## src/rtl/hssi_csr_access_master_if.sv

```systemverilog
// Command / response / AVMM bundle for the HSSI CSR access master.
// The master modport is the view of the access engine; slave is the
// view of whatever drives commands and models the AVMM fabric.
interface hssi_csr_access_master_if #(
    parameter int AVMM_DATA_W = 32,
    parameter int AVMM_ADDR_W = 16
);
    // command channel
    logic                   cmd_valid;
    logic                   cmd_ready;
    logic                   cmd_write;
    logic [3:0]             cmd_port;
    logic [AVMM_ADDR_W-1:0] cmd_addr;
    logic [AVMM_DATA_W-1:0] cmd_wdata;
    // response channel
    logic                   rsp_valid;
    logic                   rsp_ready;
    logic [AVMM_DATA_W-1:0] rsp_rdata;
    logic [1:0]             rsp_status;
    // AVMM master side
    logic [AVMM_ADDR_W-1:0] o_avmm_addr;
    logic                   o_avmm_read;
    logic                   o_avmm_write;
    logic [AVMM_DATA_W-1:0] o_avmm_writedata;
    logic [AVMM_DATA_W-1:0] i_avmm_readdata;
    logic                   i_avmm_waitrequest;
    logic [3:0]             o_csr_port_sel;
    // status
    logic [15:0]            timeout_cnt;

    modport master (
        input  cmd_valid, cmd_write, cmd_port, cmd_addr, cmd_wdata,
        input  rsp_ready, i_avmm_readdata, i_avmm_waitrequest,
        output cmd_ready, rsp_valid, rsp_rdata, rsp_status,
        output o_avmm_addr, o_avmm_read, o_avmm_write, o_avmm_writedata,
        output o_csr_port_sel, timeout_cnt
    );

    modport slave (
        output cmd_valid, cmd_write, cmd_port, cmd_addr, cmd_wdata,
        output rsp_ready, i_avmm_readdata, i_avmm_waitrequest,
        input  cmd_ready, rsp_valid, rsp_rdata, rsp_status,
        input  o_avmm_addr, o_avmm_read, o_avmm_write, o_avmm_writedata,
        input  o_csr_port_sel, timeout_cnt
    );
endinterface

```

## src/rtl/hssi_csr_access_master.sv

```systemverilog
// Single-outstanding CSR access engine: takes one command, runs one AVMM
// read or write to the selected Ethernet port (with a waitrequest timeout),
// and returns one response before accepting the next command.
module hssi_csr_access_master #(
    parameter int NUM_ETH        = 1,
    parameter int AVMM_DATA_W    = 32,
    parameter int AVMM_ADDR_W    = 16,
    parameter int TIMEOUT_CYCLES = 256
) (
    input  logic                          clk,
    input  logic                          reset,
    hssi_csr_access_master_if.master      bus
);
    typedef enum logic [1:0] {IDLE, ACCESS, RESP} state_t;

    localparam logic [1:0]  ST_OK      = 2'b00;
    localparam logic [1:0]  ST_TIMEOUT = 2'b01;
    localparam logic [1:0]  ST_BADPORT = 2'b10;
    // Timeout fires in the ACCESS cycle whose waitrequest makes the wait
    // counter reach TIMEOUT_CYCLES, so read/write is high for exactly
    // TIMEOUT_CYCLES stalled cycles.
    localparam logic [15:0] WAIT_LAST  = 16'(TIMEOUT_CYCLES - 1);

    state_t                 state, state_nxt;
    logic                   is_write;
    logic [AVMM_ADDR_W-1:0] addr_q;
    logic [AVMM_DATA_W-1:0] wdata_q;
    logic [3:0]             port_sel_q;
    logic [AVMM_DATA_W-1:0] rdata_q;
    logic [1:0]             status_q;
    logic [15:0]            wait_cnt;
    logic [15:0]            tmo_cnt_q;

    logic accept, bad_port, done, tmo;

    assign accept   = (state == IDLE) && bus.cmd_valid;
    assign bad_port = {28'd0, bus.cmd_port} >= 32'(NUM_ETH);
    // Completion wins: a timeout is only possible while waitrequest is high.
    assign done     = (state == ACCESS) && !bus.i_avmm_waitrequest;
    assign tmo      = (state == ACCESS) && bus.i_avmm_waitrequest && (wait_cnt == WAIT_LAST);

    // State register; async reset drops any in-flight access at once.
    always_ff @(posedge clk or posedge reset) begin
        if (reset) state <= IDLE;
        else       state <= state_nxt;
    end

    // Next-state logic.
    always_comb begin
        state_nxt = state;
        case (state)
            IDLE:    if (bus.cmd_valid) state_nxt = bad_port ? RESP : ACCESS;
            ACCESS:  if (done || tmo)   state_nxt = RESP;
            RESP:    if (bus.rsp_ready) state_nxt = IDLE;
            default: state_nxt = IDLE;
        endcase
    end

    // Command capture, wait counting and response/status registers.
    always_ff @(posedge clk or posedge reset) begin
        if (reset) begin
            is_write   <= 1'b0;
            addr_q     <= '0;
            wdata_q    <= '0;
            port_sel_q <= '0;
            rdata_q    <= '0;
            status_q   <= ST_OK;
            wait_cnt   <= '0;
            tmo_cnt_q  <= '0;
        end else begin
            if (accept) begin
                is_write <= bus.cmd_write;
                addr_q   <= bus.cmd_addr;
                wdata_q  <= bus.cmd_wdata;
                wait_cnt <= '0;
                if (bad_port) begin
                    // port select deliberately untouched to keep the
                    // downstream readdata mux stable
                    rdata_q  <= '0;
                    status_q <= ST_BADPORT;
                end else begin
                    port_sel_q <= bus.cmd_port;
                end
            end
            if (state == ACCESS && bus.i_avmm_waitrequest)
                wait_cnt <= wait_cnt + 16'd1;
            if (done) begin
                rdata_q  <= is_write ? '0 : bus.i_avmm_readdata;
                status_q <= ST_OK;
            end else if (tmo) begin
                rdata_q  <= '0;
                status_q <= ST_TIMEOUT;
                if (tmo_cnt_q != 16'hFFFF) tmo_cnt_q <= tmo_cnt_q + 16'd1;
            end
        end
    end

    assign bus.cmd_ready        = (state == IDLE);
    assign bus.rsp_valid        = (state == RESP);
    assign bus.rsp_rdata        = rdata_q;
    assign bus.rsp_status       = status_q;
    assign bus.o_avmm_read      = (state == ACCESS) && !is_write;
    assign bus.o_avmm_write     = (state == ACCESS) &&  is_write;
    assign bus.o_avmm_addr      = addr_q;
    assign bus.o_avmm_writedata = wdata_q;
    assign bus.o_csr_port_sel   = port_sel_q;
    assign bus.timeout_cnt      = tmo_cnt_q;
endmodule

```

## src/flat_wrapper.sv

```systemverilog
// flat-port wrapper written by rule: the top's interface ports become plain ports
module hssi_csr_access_master_flat 
#(
    parameter int NUM_ETH        = 1,
    parameter int AVMM_DATA_W    = 32,
    parameter int AVMM_ADDR_W    = 16,
    parameter int TIMEOUT_CYCLES = 256
)
  (clk, reset, bus_cmd_valid, bus_cmd_write, bus_cmd_port, bus_cmd_addr, bus_cmd_wdata, bus_rsp_ready, bus_i_avmm_readdata, bus_i_avmm_waitrequest, bus_cmd_ready, bus_rsp_valid, bus_rsp_rdata, bus_rsp_status, bus_o_avmm_addr, bus_o_avmm_read, bus_o_avmm_write, bus_o_avmm_writedata, bus_o_csr_port_sel, bus_timeout_cnt);
  hssi_csr_access_master_if #(.AVMM_DATA_W(AVMM_DATA_W), .AVMM_ADDR_W(AVMM_ADDR_W)) bus_i ();
  input  logic clk;
  input  logic reset;
  input wire logic [$bits(bus_i.cmd_valid)-1:0] bus_cmd_valid;
  input wire logic [$bits(bus_i.cmd_write)-1:0] bus_cmd_write;
  input wire logic [$bits(bus_i.cmd_port)-1:0] bus_cmd_port;
  input wire logic [$bits(bus_i.cmd_addr)-1:0] bus_cmd_addr;
  input wire logic [$bits(bus_i.cmd_wdata)-1:0] bus_cmd_wdata;
  input wire logic [$bits(bus_i.rsp_ready)-1:0] bus_rsp_ready;
  input wire logic [$bits(bus_i.i_avmm_readdata)-1:0] bus_i_avmm_readdata;
  input wire logic [$bits(bus_i.i_avmm_waitrequest)-1:0] bus_i_avmm_waitrequest;
  output wire logic [$bits(bus_i.cmd_ready)-1:0] bus_cmd_ready;
  output wire logic [$bits(bus_i.rsp_valid)-1:0] bus_rsp_valid;
  output wire logic [$bits(bus_i.rsp_rdata)-1:0] bus_rsp_rdata;
  output wire logic [$bits(bus_i.rsp_status)-1:0] bus_rsp_status;
  output wire logic [$bits(bus_i.o_avmm_addr)-1:0] bus_o_avmm_addr;
  output wire logic [$bits(bus_i.o_avmm_read)-1:0] bus_o_avmm_read;
  output wire logic [$bits(bus_i.o_avmm_write)-1:0] bus_o_avmm_write;
  output wire logic [$bits(bus_i.o_avmm_writedata)-1:0] bus_o_avmm_writedata;
  output wire logic [$bits(bus_i.o_csr_port_sel)-1:0] bus_o_csr_port_sel;
  output wire logic [$bits(bus_i.timeout_cnt)-1:0] bus_timeout_cnt;
  assign bus_i.cmd_valid = bus_cmd_valid;
  assign bus_i.cmd_write = bus_cmd_write;
  assign bus_i.cmd_port = bus_cmd_port;
  assign bus_i.cmd_addr = bus_cmd_addr;
  assign bus_i.cmd_wdata = bus_cmd_wdata;
  assign bus_i.rsp_ready = bus_rsp_ready;
  assign bus_i.i_avmm_readdata = bus_i_avmm_readdata;
  assign bus_i.i_avmm_waitrequest = bus_i_avmm_waitrequest;
  assign bus_cmd_ready = bus_i.cmd_ready;
  assign bus_rsp_valid = bus_i.rsp_valid;
  assign bus_rsp_rdata = bus_i.rsp_rdata;
  assign bus_rsp_status = bus_i.rsp_status;
  assign bus_o_avmm_addr = bus_i.o_avmm_addr;
  assign bus_o_avmm_read = bus_i.o_avmm_read;
  assign bus_o_avmm_write = bus_i.o_avmm_write;
  assign bus_o_avmm_writedata = bus_i.o_avmm_writedata;
  assign bus_o_csr_port_sel = bus_i.o_csr_port_sel;
  assign bus_timeout_cnt = bus_i.timeout_cnt;
  hssi_csr_access_master #(.NUM_ETH(NUM_ETH), .AVMM_DATA_W(AVMM_DATA_W), .AVMM_ADDR_W(AVMM_ADDR_W), .TIMEOUT_CYCLES(TIMEOUT_CYCLES)) u_core (.clk(clk), .reset(reset), .bus(bus_i));
endmodule
```

## config.mk

```make
export PLATFORM = sky130hd
export DESIGN_NAME = hssi_csr_access_master_flat
export DESIGN_NICKNAME = d
export VERILOG_FILES = /design/src/rtl/hssi_csr_access_master_if.sv /design/src/rtl/hssi_csr_access_master.sv /design/src/flat_wrapper.sv
export SDC_FILE = /design/constraint.sdc
export NUM_CORES = 1
export LEC_CHECK = 0
export ABC_AREA = 1
export ABC_CLOCK_PERIOD_IN_PS = 6000
export BUFFER_PORTS_ARGS = -buffer_cell sky130_fd_sc_hd__buf_2
export CELL_PAD_IN_SITES_DETAIL_PLACEMENT = 1
export CELL_PAD_IN_SITES_GLOBAL_PLACEMENT = 1
export CORE_ASPECT_RATIO = 0.75
export CORE_MARGIN = 2
export CORE_UTILIZATION = 36
export DETAILED_ROUTE_END_ITERATION = 6
export GPL_TIMING_DRIVEN = 0
export PLACE_DENSITY_LB_ADDON = 0.05
export SLEW_MARGIN = 20
export SYNTH_ARGS = -nofsm -noshare
export SYNTH_HDL_FRONTEND = slang
export SYNTH_SLANG_ARGS = --single-unit
```

## constraint.sdc

```tcl
create_clock -name clk -period 6 [get_ports clk]
set_input_delay 1.8 -clock clk [delete_from_list [all_inputs] [get_ports clk]]
set_output_delay 1.8 -clock clk [all_outputs]
set_load 0.05 [all_outputs]
```

# After elaboration in Yosys (flattened, before gate mapping)
# Index checks and enable logic that the tools add are counted.
[totals]
ff_bits = 121
in_bits = 90
output_inout_bits = 106
elab_cells = 54
[classes]
add_sub_neg = 2
order_cmp = 1
n_eq_ne = 7
muxes = 16
n_bitwise = 2
reduce_logical = 17
[ops]
columns = ["cell", "n"]
rows = [
  ["2-to-1 mux 32 bit", 5],
  ["adder 16 x 1 -> 16 bit, second input constant", 2],
  ["2-to-1 mux 16 bit", 2],
  ["equality test 16 x 8 -> 1 bit, second input constant", 1],
  ["2-to-1 mux 2 bit", 8],
  ["!= test 16 bit, second input constant", 1],
  ["logical AND 1 bit", 6],
  ["case mux 2 bit (3 select lines)", 1],
  ["AND reduction 3 bit", 2],
  ["nonzero test 3 bit", 2],
  ["greater-or-equal comparator 4 x 1 -> 1 bit, second input constant", 1],
  ["!= test 2 bit, second input constant", 2],
  ["AND reduction 2 bit", 2],
  ["equality test 2 x 1 -> 1 bit, second input constant", 1],
  ["equality test 2 bit, second input constant", 1],
  ["logical NOT 1 bit", 2],
  ["logical NOT 2 bit", 1],
  ["!= test 2 x 1 -> 1 bit, second input constant", 1],
  ["inverter 1 bit", 2],
  ["nonzero test 2 bit", 1],
  ["logical OR 1 bit", 1],
]

# Longest topological paths before layout
# Gate-level depths: netlist (run 1).
[depth]
depth_word = 6
depth_mapped = 10
depth_no_buf = 9

# Worst setup path after synthesis (run 1)
# OpenSTA, ideal clock, no wires.
[synth_path]
path_kind = "register -> output"
from = "reg u_core.state[1]"
to = "out bus_o_avmm_write"
arrival_ns = 1.223
t_required_ns = 4.200
setup_slack_ns = 2.977
stages_incl_launch_ff = 4
path_buffers = 0
cell_sequence = "dfrtp_1 > inv_1 > nand2_2 > nor2_1"
[synth_via]
elab_chain_len = 2
[synth_lines]
columns = ["element", "line_no", "rtl"]
rows = [
  ["start: declaration", "hssi_csr_access_master.sv:24", "state_t state, state_nxt;"],
  ["start signal: assignment", "hssi_csr_access_master.sv:45", "else state <= state_nxt;"],
  ["equality test 2 x 1 -> 1 bit", "hssi_csr_access_master.sv:103", "assign bus.o_avmm_write = (state == ACCESS) && is_write;"],
  ["logical AND 1 bit", "hssi_csr_access_master.sv:103", ""],
  ["end: declaration", "flat_wrapper.sv:27", "output wire logic [$bits(bus_i.o_avmm_write)-1:0] bus_o_avmm_write;"],
]
# No other way between the ends.

# Worst setup path in the final report (run 1)
[layout_path]
from = "reg u_core.state[1]"
to = "out bus_o_avmm_read"
[layout_via]
elab_chain_len = 2
[layout_lines]
columns = ["element", "line_no", "rtl"]
rows = [
  ["equality test 2 x 1 -> 1 bit", "hssi_csr_access_master.sv:102", "assign bus.o_avmm_read = (state == ACCESS) && !is_write;"],
  ["logical AND 1 bit", "hssi_csr_access_master.sv:102", ""],
  ["end: declaration", "flat_wrapper.sv:26", "output wire logic [$bits(bus_i.o_avmm_read)-1:0] bus_o_avmm_read;"],
]
# No other way between the ends.

==> results of run 1 <==
-- cell families after synthesis --
logic type	after synthesis	synth area share, %
adders and majority gates	2	0.441
buffers and inverters	73	6.37
and+or+nand+nor	466	36.6
DFF	121	53.4
xor gates and xnor gates	5	0.772
AOI/OAI and AO/OA	25	2.47
-- power breakdown --
group / internal [mW] / switching [mW] / total, mW / leakage [nW]
logic: 0.193 / 0.736 / 0.929 / 2.41
registers: 0.955 / 0.0802 / 1.03 / 1.59
clock network: 0.728 / 0.361 / 1.09 / 0.315
-- worst max-delay path, delay by kind of cell (launching register included) --
kind / cells / cell delay (ns)
simple gates: 2 / 0.53
flops: 1 / 0.39
buf+inv: 3 / 0.76
-- Yosys cell counts --
cell type	n
a22oi_1	1
xor2_1	5
buf_4	1
a21oi_1	4
nand2_4	3
o21ai_1	1
a31oi_1	1
nor2_1	42
nor3_1	1
nand3b_1	2
nand4_1	47
buf_12	1
dfrtp_1	121
inv_1	41
o21bai_1	3
a22o_1	1
nor3_4	1
nand3_4	2
nor2_4	5
ha_1	2
clkbuf_1	5
inv_2	1
buf_6	6
buf_2	18
nor2_2	5
nand2_1	293
nand2_2	5
o21ai_0	14
nand3_1	60
-- metal layers --
layer / share of wire [%] / vias up / routed length [microns] / GRT usage (%)
met5: 0 / - / 0 / 0
met4: 2.2 / 0 / 385 / 8.25
met3: 6.8 / 30 / 1190 / 6.73
met2: 48 / 167 / 8440 / 36.1
met1: 43 / 2644 / 7500 / 26.1
li1: - / 2654 / - / -
-- per-stage QoR --
| stage | TNS (ns) | power (mW) | hold WS, ns | cell area [sq um] | setup WS [ns] |
|---|---|---|---|---|---|
| after floorplan | 0 | 1.71 | 0.462 | 5670 | 0.986 |
| after global placement | -52.35 | 1.96 | 0.456 | 6910 | -0.448 |
| after detailed placement | 0 | 1.98 | 0.459 | 6940 | 2.53 |
| after CTS | 0 | 3.08 | 0.476 | 7570 | 2.07 |
| after global routing | 0 | 3.19 | 0.488 | 7570 | 1.93 |
| final | 0 | 3.05 | 0.473 | 7570 | 2.10 |
-- layout make-up --
type / count / area (sq um)
inverters: 42 / 163
well taps: 205 / 256
fillers: 1927 / 7750
clock buffers: 25 / 526
repair buffers: 196 / 1000
flip-flops and latches: 121 / 3030
clock inverters: 6 / 109
multi-input cells: 498 / 2280
plain buffers: 31 / 204
-- registers in the layout, indices dropped and copies added, names as in the netlist --
register / flops
u_core.bus.rsp_rdata: 32
u_core.wait_cnt: 16
u_core.bus.timeout_cnt: 16
u_core.bus.o_avmm_addr: 16
u_core.bus.o_avmm_writedata: 32
u_core.bus.o_csr_port_sel: 4
u_core.bus.rsp_status: 2
u_core.state: 2
u_core.is_write: 1
-- placed cells by master, fill, tap and decap left out, drive strengths merged --
cell type and n:
clkinv 3, dfrtp 121, clkbuf 30, buf 222
nand4 47, o21bai 3, xor2 5, o21ai 15
inv 42, nand3b 2, nor3 2, a22o 1
a22oi 1, nor2 52, a31oi 1, bufinv 3
nand2 301, a21oi 4, ha 2, nand3 62
-- how the worst max path moves through the flow --
stage	from	endpoint	slack, ns	cells after the start
after floorplan	reset	u_core.bus.o_avmm_addr[0]$_DFFE_PP0P_	0.99	1
after global placement	reset	u_core.bus.o_avmm_writedata[8]$_DFFE_PP0P_	-0.45	2
after detailed placement	u_core.state[1]$_DFFE_PP0P_	bus_o_avmm_read	2.53	5
after CTS	u_core.state[1]$_DFFE_PP0P_	bus_o_avmm_read	2.07	5
after global routing	u_core.state[1]$_DFFE_PP0P_	bus_o_avmm_read	1.93	5
final	u_core.state[1]$_DFFE_PP0P_	bus_o_avmm_read	2.10	5
==> results.txt, run 1 <==
Total Routing Usage GR: 21.5%
DR iter-0 viols: 282
Top cell by count, worst path: buf_2
Fin util: 49.4%
Initial core utilization: 37.0%
Hold Path Stages: 2
Max Slew Vio Count: 0
Top Ports: 196
Relative slew slack: 65.9%
Clock Tree Buf Depth: 2
Die Width: 149 microns
Worst path max stage delay: 0.42 ns
R2R Setup Slk: 4.16 ns
Crit path cell chain: inv_1 > nand2_2 > nor2_1 > buf_2 > buf_2
DR vias: 5495
Largest net degree at the start of global routing: 76
ANT nets after route: 0
Fraction of layout cells with a size suffix above 1: 29.9%
Worst VDD drop: 0.217 mV
Reg2Reg Depth: 10
# nets final: 999
Leading area contributor after synthesis: dfrtp_1
Input/output buffers: 195
YS warnings: 0
Hold EP: u_core.bus.o_avmm_writedata[30]$_DFFE_PP0P_
GP Congestion: 0.819
HPWL after DPL: 13000 microns
Max-cap violations: 0
Net count after synthesis: 784
Final setup viols: 0
Core area: 0.0153 sq mm
Leak pwr: 4.31 nW
Post-synthesis sequential area ratio: 53.4%
Clk slew on worst S/H paths: 0.05 ns
Hold Violations, Final: 0
Post-synthesis register bit count: 121
Outcome: finished, final reports clean
Hold buffer count at CTS: 0
Cell Pwr Density: 403 mW/mm^2
Maximum clock rate: 0.257 GHz
Clock tree root driver cell: clkbuf_16
Reg-to-Reg End: u_core.bus.timeout_cnt[5]$_DFFE_PP0P_
Slowest-stage cell, CP: nor2_1
Worst EP required: 4.20 ns
CP Class: flop to primary output
Post-Route WL: 17500 microns
Vias in the first global route: 5659
# diodes: 0
Avg Vias per Cell: 4.89
Worst skew pair latency: 0.42 ns
RSZ-0062 raised after global routing: false
Area contributors post-synth: dfrtp_1 (53%), nand2_1 (19%), nand3_1 (5.3%), nand4_1 (5.2%), nor2_1 (2.8%)
Mapped cell area: 0.00567 sq mm
Synth top area share: 53.4%
Area growth syn-to-layout: 33.5%
Crit share post-route: 65.0%
Post-CTS setup buffer count: 0
TritonRoute pass-1 iters: 4
Crit path capture type: primary output
Post-cts resize count: 0
Fin Clk Skew: 0.00537 ns
Die ar.: 0.0168 sq mm
Height of the die: 113 microns
Sink Count: 121
CTS HTree Levels: 4
Min-Delay Startpoint: u_core.bus.o_avmm_writedata[30]$_DFFE_PP0P_
Worst hold path class: flop to flop
Routed WL per cell: 15.6 microns
Initial antenna violation count: 0
TritonCTS clock tree: built
Syn_area_per_cell: 8.20 sq um
# rows: 39
Yosys cell types: 29
Final min period: 3.90 ns
Grt total ovfl: 0
Worst Path Arrival: 2.10 ns
Num CTS Buffers: 17
Placed Cells: 1093
Reg2reg start: u_core.bus.timeout_cnt[0]$_DFFE_PP0P_
Fin cells: 1124
Worst slew pin tran: 0.509 ns
Detailed-route DRC error count: 0
Critical-path maximum fanout: 10
Global-route wire length before repair: 28300 microns
Post-synthesis instance total: 692
Type of origin of the critical path: flop
No activity file was read; power rests on OpenSTA's default activity.
==> inputs of run 2 (changes only) <==
- ABC_CLOCK_PERIOD_IN_PS: 6000 -> 3610
- clock period: 6 -> 3.61 ns (I/O delays scaled with it)
==> run 2 against run 1 <==
Non-clock buffer count increased by 3. Via count decreased by 0.20%. Clock skew increased by 0.0039 ns. First-iteration DRC count decreased by 4.3%. Final cell count increased by 0.36%. Global-route usage increased by 0.37 points. Sequential cell count unchanged. Worst setup slack got worse by 1.6 ns. Wire length increased by 2.2%.
==> results.txt, run 2 (synthesized netlist as in run 1, its figures left out) <==
Slowest-stage cell, CP: dfrtp_1 (was nor2_1)
Clock tree root driver cell: clkbuf_16 (unchanged)
Fraction of layout cells with a size suffix above 1: 30.2% (was 29.9%)
Num CTS Buffers: 17 (unchanged)
CP Class: flop to primary output (unchanged)
Fillers: 1904 (was 1927)
TritonCTS clock tree: built (unchanged)
Hold EP: u_core.bus.o_avmm_writedata[19]$_DFFE_PP0P_ (was u_core.bus.o_avmm_writedata[30]$_DFFE_PP0P_)
Worst skew pair latency: 0.41 ns (was 0.42 ns)
RSZ-0062 raised after global routing: false (unchanged)
Type of origin of the critical path: flop (unchanged)
Multi-input gate area: 0.00228 sq mm (unchanged)
Fin cells: 1128 (was 1124)
Detailed-route DRC error count: 0 (unchanged)
Final setup viols: 0 (unchanged)
Sink Count: 121 (unchanged)
Leak pwr: 4.31 nW (about the same)
Core area: 0.0153 sq mm (unchanged)
Crit path capture type: primary output (unchanged)
Most common cell after layout, fill and taps aside: nand2_1 (unchanged)
Reg-to-Reg End: u_core.bus.timeout_cnt[10]$_DFFE_PP0P_ (was u_core.bus.timeout_cnt[5]$_DFFE_PP0P_)
Commonest cells after routing, fill and taps aside: nand2_1 (293), buf_2 (213), dfrtp_1 (121) (unchanged)
Worst Path Arrival: 2.02 ns (was 2.10 ns)
Hold Violations, Final: 0 (unchanged)
Grt total ovfl: 0 (unchanged)
Max Slew Vio Count: 0 (unchanged)
Register area: 0.00303 sq mm (unchanged)
Area growth syn-to-layout: 33.8% (was 33.5%)
Total power: 5.00 mW (was 3.05 mW)
Max-cap violations: 0 (unchanged)
Worst hold path class: flop to flop (unchanged)
Top Ports: 196 (unchanged)
Min-Delay Startpoint: u_core.bus.o_avmm_writedata[19]$_DFFE_PP0P_ (was u_core.bus.o_avmm_writedata[30]$_DFFE_PP0P_)
DR vias: 5484 (was 5495)
Placed Cells: 1096 (was 1093)
Critical-path maximum fanout: 10 (unchanged)
ANT nets after route: 0 (unchanged)
Worst path max stage delay: 0.38 ns (was 0.42 ns)
Height of the die: 113 microns (unchanged)
Maximum clock rate: 0.322 GHz
# rows: 39 (unchanged)
CTS HTree Levels: 4 (unchanged)
Final min period: 3.11 ns
Setup_tns: 0 ns (unchanged)
Post-Route WL: 17900 microns (was 17500 microns)
Post-CTS setup buffer count: 0 (unchanged)
Initial core utilization: 37.0% (unchanged)
Vias in the first global route: 5862 (was 5659)
Input/output buffers: 195 (unchanged)
Top cell by count, worst path: buf_2 (unchanged)
TritonRoute pass-1 iters: 4 (unchanged)
Reg2Reg Depth: 10 (unchanged)
Avg Vias per Cell: 4.86 (was 4.89)
Global-route wire length before repair: 29000 microns (was 28300 microns)
GP Congestion: 0.801 (was 0.819)
# nets final: 1002 (was 999)
Relative slew slack: 66.4% (was 65.9%)
Cell Pwr Density: 659 mW/mm^2 (was 403 mW/mm^2)
Fin Clk Skew: 0.00924 ns (was 0.00537 ns)
Worst EP required: 2.53 ns (was 4.20 ns)
Die ar.: 0.0168 sq mm (unchanged)
Hold Path Stages: 2 (unchanged)
Hold buffer count at CTS: 0 (unchanged)
Hold WS: 0.474 ns (was 0.473 ns)
Total Routing Usage GR: 21.9% (was 21.5%)
Crit share post-route: 86.1%
Clk slew on worst S/H paths: 0.05 ns (about the same)
Largest net degree at the start of global routing: 33 (was 76)
Worst slew pin tran: 0.504 ns (was 0.509 ns)
Clock Tree Buf Depth: 2 (unchanged)
Routed WL per cell: 15.9 microns (was 15.6 microns)
Initial antenna violation count: 0 (unchanged)
Reg2reg start: u_core.bus.timeout_cnt[0]$_DFFE_PP0P_ (unchanged)
Outcome: finished, final reports clean (unchanged)
Worst VDD drop: 0.435 mV (was 0.217 mV)
Post-cts resize count: 0 (unchanged)
Fin area: 0.00759 sq mm (was 0.00757 sq mm)
R2R Setup Slk: 1.87 ns (was 4.16 ns)
Crit path cell chain: inv_1 > nand2_2 > nor2_1 > buf_2 > buf_2 (unchanged)
# diodes: 0 (unchanged)
Placed Area: 0.00700 sq mm (was 0.00694 sq mm)
HPWL after DPL: 13600 microns (was 13000 microns)
Die Width: 149 microns (unchanged)
DR iter-0 viols: 270 (was 282)
run 2: cell count changes in the layout (fill, tap and decap cells not counted):
cell / before / now
clkinv_4: 1 / 0
clkinv_2: 2 / 6
clkinvlp_4: 0 / 4
clkbuf_8: 7 / 1
buf_12: 1 / 4
run 2: worst max path at each step:
stage,depth (start not counted),slack (ns),start,to
finish,5,0.50,u_core.state[1]$_DFFE_PP0P_,bus_o_avmm_read
global route,5,0.31,u_core.state[1]$_DFFE_PP0P_,bus_o_avmm_read
CTS,5,0.41,u_core.state[1]$_DFFE_PP0P_,bus_o_avmm_read
detailed placement,5,0.87,u_core.state[1]$_DFFE_PP0P_,bus_o_avmm_read
global placement,2,0.19,reset,u_core.bus.timeout_cnt[3]$_DFFE_PP0P_
floorplan,1,1.04,reset,u_core.bus.o_avmm_addr[0]$_DFFE_PP0P_
run 2: final cells by class:
| type | instances | area share (%) |
|---|---|---|
| multi-input combinational | 498 | 30.1 |
| clock inverter | 13 | 1.99 |
| buffer | 31 | 2.69 |
| sequential | 121 | 39.9 |
| tap | 205 | 3.38 |
| timing repair buffer | 199 | 14.0 |
| clock buffer | 19 | 5.83 |
| inverter | 42 | 2.13 |
run 2: metal layers:
layer	vias to the layer above	part of all wire [%]	global-route usage (%)
met1	2651	45	27.1
li1	2670	-	-
met4	0	1.3	6.92
met5	-	0	0
met2	147	47	37.1
met3	16	6.6	6.45
run 2: report_power, final:
| group | internal (mW) | switching [mW] | leakage, nW |
|---|---|---|---|
| sequential | 1.59 | 0.134 | 1.59 |
| clock | 1.10 | 0.625 | 0.289 |
| combinational | 0.327 | 1.23 | 2.43 |
| total | 3.01 | 1.99 | 4.31 |
run 2: metrics by stage:
step | setup WS (ns) | utilization [%]
after floorplan | 1.04 | -
after global placement | 0.191 | 45.1
after detailed placement | 0.872 | 45.7
after CTS | 0.406 | 49.6
after global routing | 0.310 | 49.6
final | 0.504 | 49.6
run 2: critical path: cells and delay by family, from the launching register on:
| kind | cells | cell delay [ns] |
|---|---|---|
| buffers and inverters | 3 | 0.74 |
| flip-flops | 1 | 0.38 |
| AND/OR/NAND/NOR | 2 | 0.49 |
==> inputs of run 3 (changes only) <==
- RECOVER_POWER: unset -> 50
==> run 3 against run 2 <==
The run now ends with capacitance limit, slew limit left. Via count rose by 0.51%. Final cell count stayed put. Critical endpoint unchanged. Power decreased by 0.28%. Worst setup slack improved by 0.047 ns. Core utilization is 0.71 points lower. Die area unchanged. Count of clock-buffer cells in the layout did not move. Final area shrank 1.4%. Clock power is essentially flat. Register-to-register slack lost 0.32 ns. Non-clock buffer count is the same. Global-route usage did not move.
==> results.txt, run 3 (synthesized netlist as in run 1, its figures left out) <==
Core area: 0.0153 sq mm (unchanged)
Die ar.: 0.0168 sq mm (unchanged)
Area growth syn-to-layout: 31.9% (was 33.8%)
Max-cap violations: 1 (was 0)
Hold Violations, Final: 0 (unchanged)
Grt total ovfl: 0 (unchanged)
Top Ports: 196 (unchanged)
Fin area: 0.00748 sq mm (was 0.00759 sq mm)
Most common cell after layout, fill and taps aside: nand2_1 (unchanged)
Post-Route WL: 18000 microns (was 17900 microns)
Worst EP required: 2.53 ns (about the same)
Net Sw Frac: 39.9% (was 39.8%)
Crit share post-route: 84.8% (was 86.1%)
Die Width: 149 microns (unchanged)
Global-route wire length before repair: 29000 microns (unchanged)
Vias in the first global route: 5862 (unchanged)
Cell Pwr Density: 666 mW/mm^2 (was 659 mW/mm^2)
TritonCTS clock tree: built (unchanged)
Setup_tns: 0 ns (unchanged)
Hold buffer count at CTS: 0 (unchanged)
Type of origin of the critical path: flop (unchanged)
Reg-to-Reg End: u_core.bus.rsp_rdata[1]$_DFFE_PP0P_ (was u_core.bus.timeout_cnt[10]$_DFFE_PP0P_)
Sequential power share: 34.5% (was 34.4%)
Avg Vias per Cell: 4.89 (was 4.86)
Combinational power share: 31.0% (was 31.2%)
Fin util: 48.8% (was 49.6%)
Max Slew Vio Count: 33 (was 0)
Worst skew pair latency: 0.41 ns (about the same)
Clock Tree Buf Depth: 2 (unchanged)
Internal power: 3.00 mW (was 3.01 mW)
Maximum clock rate: 0.327 GHz (was 0.322 GHz)
Register area: 0.00303 sq mm (unchanged)
Initial core utilization: 37.0% (unchanged)
Worst setup path endpoint: bus_o_avmm_read (unchanged)
Multi-input gate area: 0.00225 sq mm (was 0.00228 sq mm)
R2R Setup Slk: 1.55 ns (was 1.87 ns)
DR iter-0 viols: 299 (was 270)
Input/output buffers: 195 (unchanged)
Total Routing Usage GR: 21.9% (unchanged)
Crit path from: u_core.state[1]$_DFFE_PP0P_ (unchanged)
Worst VDD drop: 0.431 mV (was 0.435 mV)
Total power: 4.99 mW (was 5.00 mW)
Final setup viols: 0 (unchanged)
Outcome: complete, but fails checks (was finished, final reports clean)
Routed WL per cell: 16.0 microns (was 15.9 microns)
Post-CTS setup buffer count: 0 (unchanged)
Critical-path maximum fanout: 10 (unchanged)
RSZ-0062 raised after global routing: false (unchanged)
Largest net degree at the start of global routing: 33 (unchanged)
Clock share of power: 34.5% (was 34.4%)
Failing checks: capacitance limit, slew limit
Post-cts resize count: 0 (unchanged)
Net Switching: 1.99 mW (about the same)
Clk slew on worst S/H paths: 0.05 ns (about the same)
Detailed-route DRC error count: 0 (unchanged)
Worst hold path class: flop to flop (unchanged)
Initial antenna violation count: 0 (unchanged)
Crit path capture type: primary output (unchanged)
GP Congestion: 0.801 (unchanged)
TritonRoute pass-1 iters: 4 (unchanged)
# diodes: 0 (unchanged)
# rows: 39 (unchanged)
Commonest cells after routing, fill and taps aside: nand2_1 (293), buf_2 (206), dfrtp_1 (121) (was nand2_1 (293), buf_2 (213), dfrtp_1 (121))
Clock tree root driver cell: clkbuf_16 (unchanged)
CP Class: flop to primary output (unchanged)
Final min period: 3.06 ns (was 3.11 ns)
Num CTS Buffers: 17 (unchanged)
Fin Clk Skew: 0.00836 ns (was 0.00924 ns)
Reg2Reg Depth: 7 (was 10)
Height of the die: 113 microns (unchanged)
HPWL after DPL: 13600 microns (unchanged)
Worst Slack Setup Final: 0.550 ns (was 0.504 ns)
# nets final: 1002 (unchanged)
ANT nets after route: 0 (unchanged)
Fraction of layout cells with a size suffix above 1: 28.7% (was 30.2%)
DR vias: 5512 (was 5484)
Worst Path Arrival: 1.98 ns (was 2.02 ns)
Fillers: 1913 (was 1904)
Reg2reg start: u_core.state[1]$_DFFE_PP0P_ (was u_core.bus.timeout_cnt[0]$_DFFE_PP0P_)
Pre-CTS setup slack: 0.872 ns (unchanged)
Leak pwr: 4.26 nW (was 4.31 nW)
Sink Count: 121 (unchanged)
Worst slew pin tran: 1.78 ns (was 0.504 ns)
CTS HTree Levels: 4 (unchanged)
Placed Area: 0.00700 sq mm (unchanged)
Relative slew slack: -18.6% (was 66.4%)
[run 3: worst min-delay path by stage]
stage | from | endpoint | slack (ns) | cells past startpoint
CTS | u_core.bus.o_avmm_writedata[19]$_DFFE_PP0P_ | u_core.bus.o_avmm_writedata[19]$_DFFE_PP0P_ | 0.48 | 2
global route | u_core.bus.o_avmm_writedata[17]$_DFFE_PP0P_ | u_core.bus.o_avmm_writedata[17]$_DFFE_PP0P_ | 0.49 | 2
finish | u_core.bus.o_avmm_writedata[19]$_DFFE_PP0P_ | u_core.bus.o_avmm_writedata[19]$_DFFE_PP0P_ | 0.47 | 2
detailed placement | u_core.bus.o_avmm_writedata[19]$_DFFE_PP0P_ | u_core.bus.o_avmm_writedata[19]$_DFFE_PP0P_ | 0.46 | 2
global placement | u_core.bus.o_avmm_writedata[16]$_DFFE_PP0P_ | u_core.bus.o_avmm_writedata[16]$_DFFE_PP0P_ | 0.46 | 2
floorplan | u_core.wait_cnt[3]$_DFFE_PP0P_ | u_core.wait_cnt[3]$_DFFE_PP0P_ | 0.46 | 1
[run 3: final cells by class]
class / instances / share of cell area, %
tap: 205 / 3.43
buffer: 31 / 2.52
multi-input combinational: 498 / 30.1
timing repair buffer: 199 / 13.5
inverter: 42 / 2.12
clock buffer: 19 / 5.92
sequential: 121 / 40.5
clock inverter: 13 / 2.02
[run 3: critical path, stage by stage, from the launching register on]
cell,delay (ns)
dfrtp_1,0.38
inv_1,0.11
nand2_2,0.11
nor2_1,0.37
buf_2,0.29
buf_2,0.31
[run 3: stage by stage]
stage	hold WS, ns	std cells
after floorplan	0.462	692
after global placement	0.457	1092
after detailed placement	0.462	1096
after CTS	0.478	1128
after global routing	0.492	1128
final	0.474	1128
[run 3: layer usage]
metal	global-route usage [%]	wire length (microns)
met1	27.1	7990
met2	37.1	8510
met3	6.45	1230
met5	0	0
met4	6.92	268
[run 3: power groups by stage]
stage          clock network [mW]  logic (mW)  registers, mW
2_1_floorplan                   0       0.345           2.50
3_3_place_gp                    0        1.53           1.72
3_5_place_dp                    0        1.58           1.73
4_1_cts                      1.76        1.58           1.72
5_1_grt                      1.83        1.65           1.75
6_report                     1.72        1.55           1.72
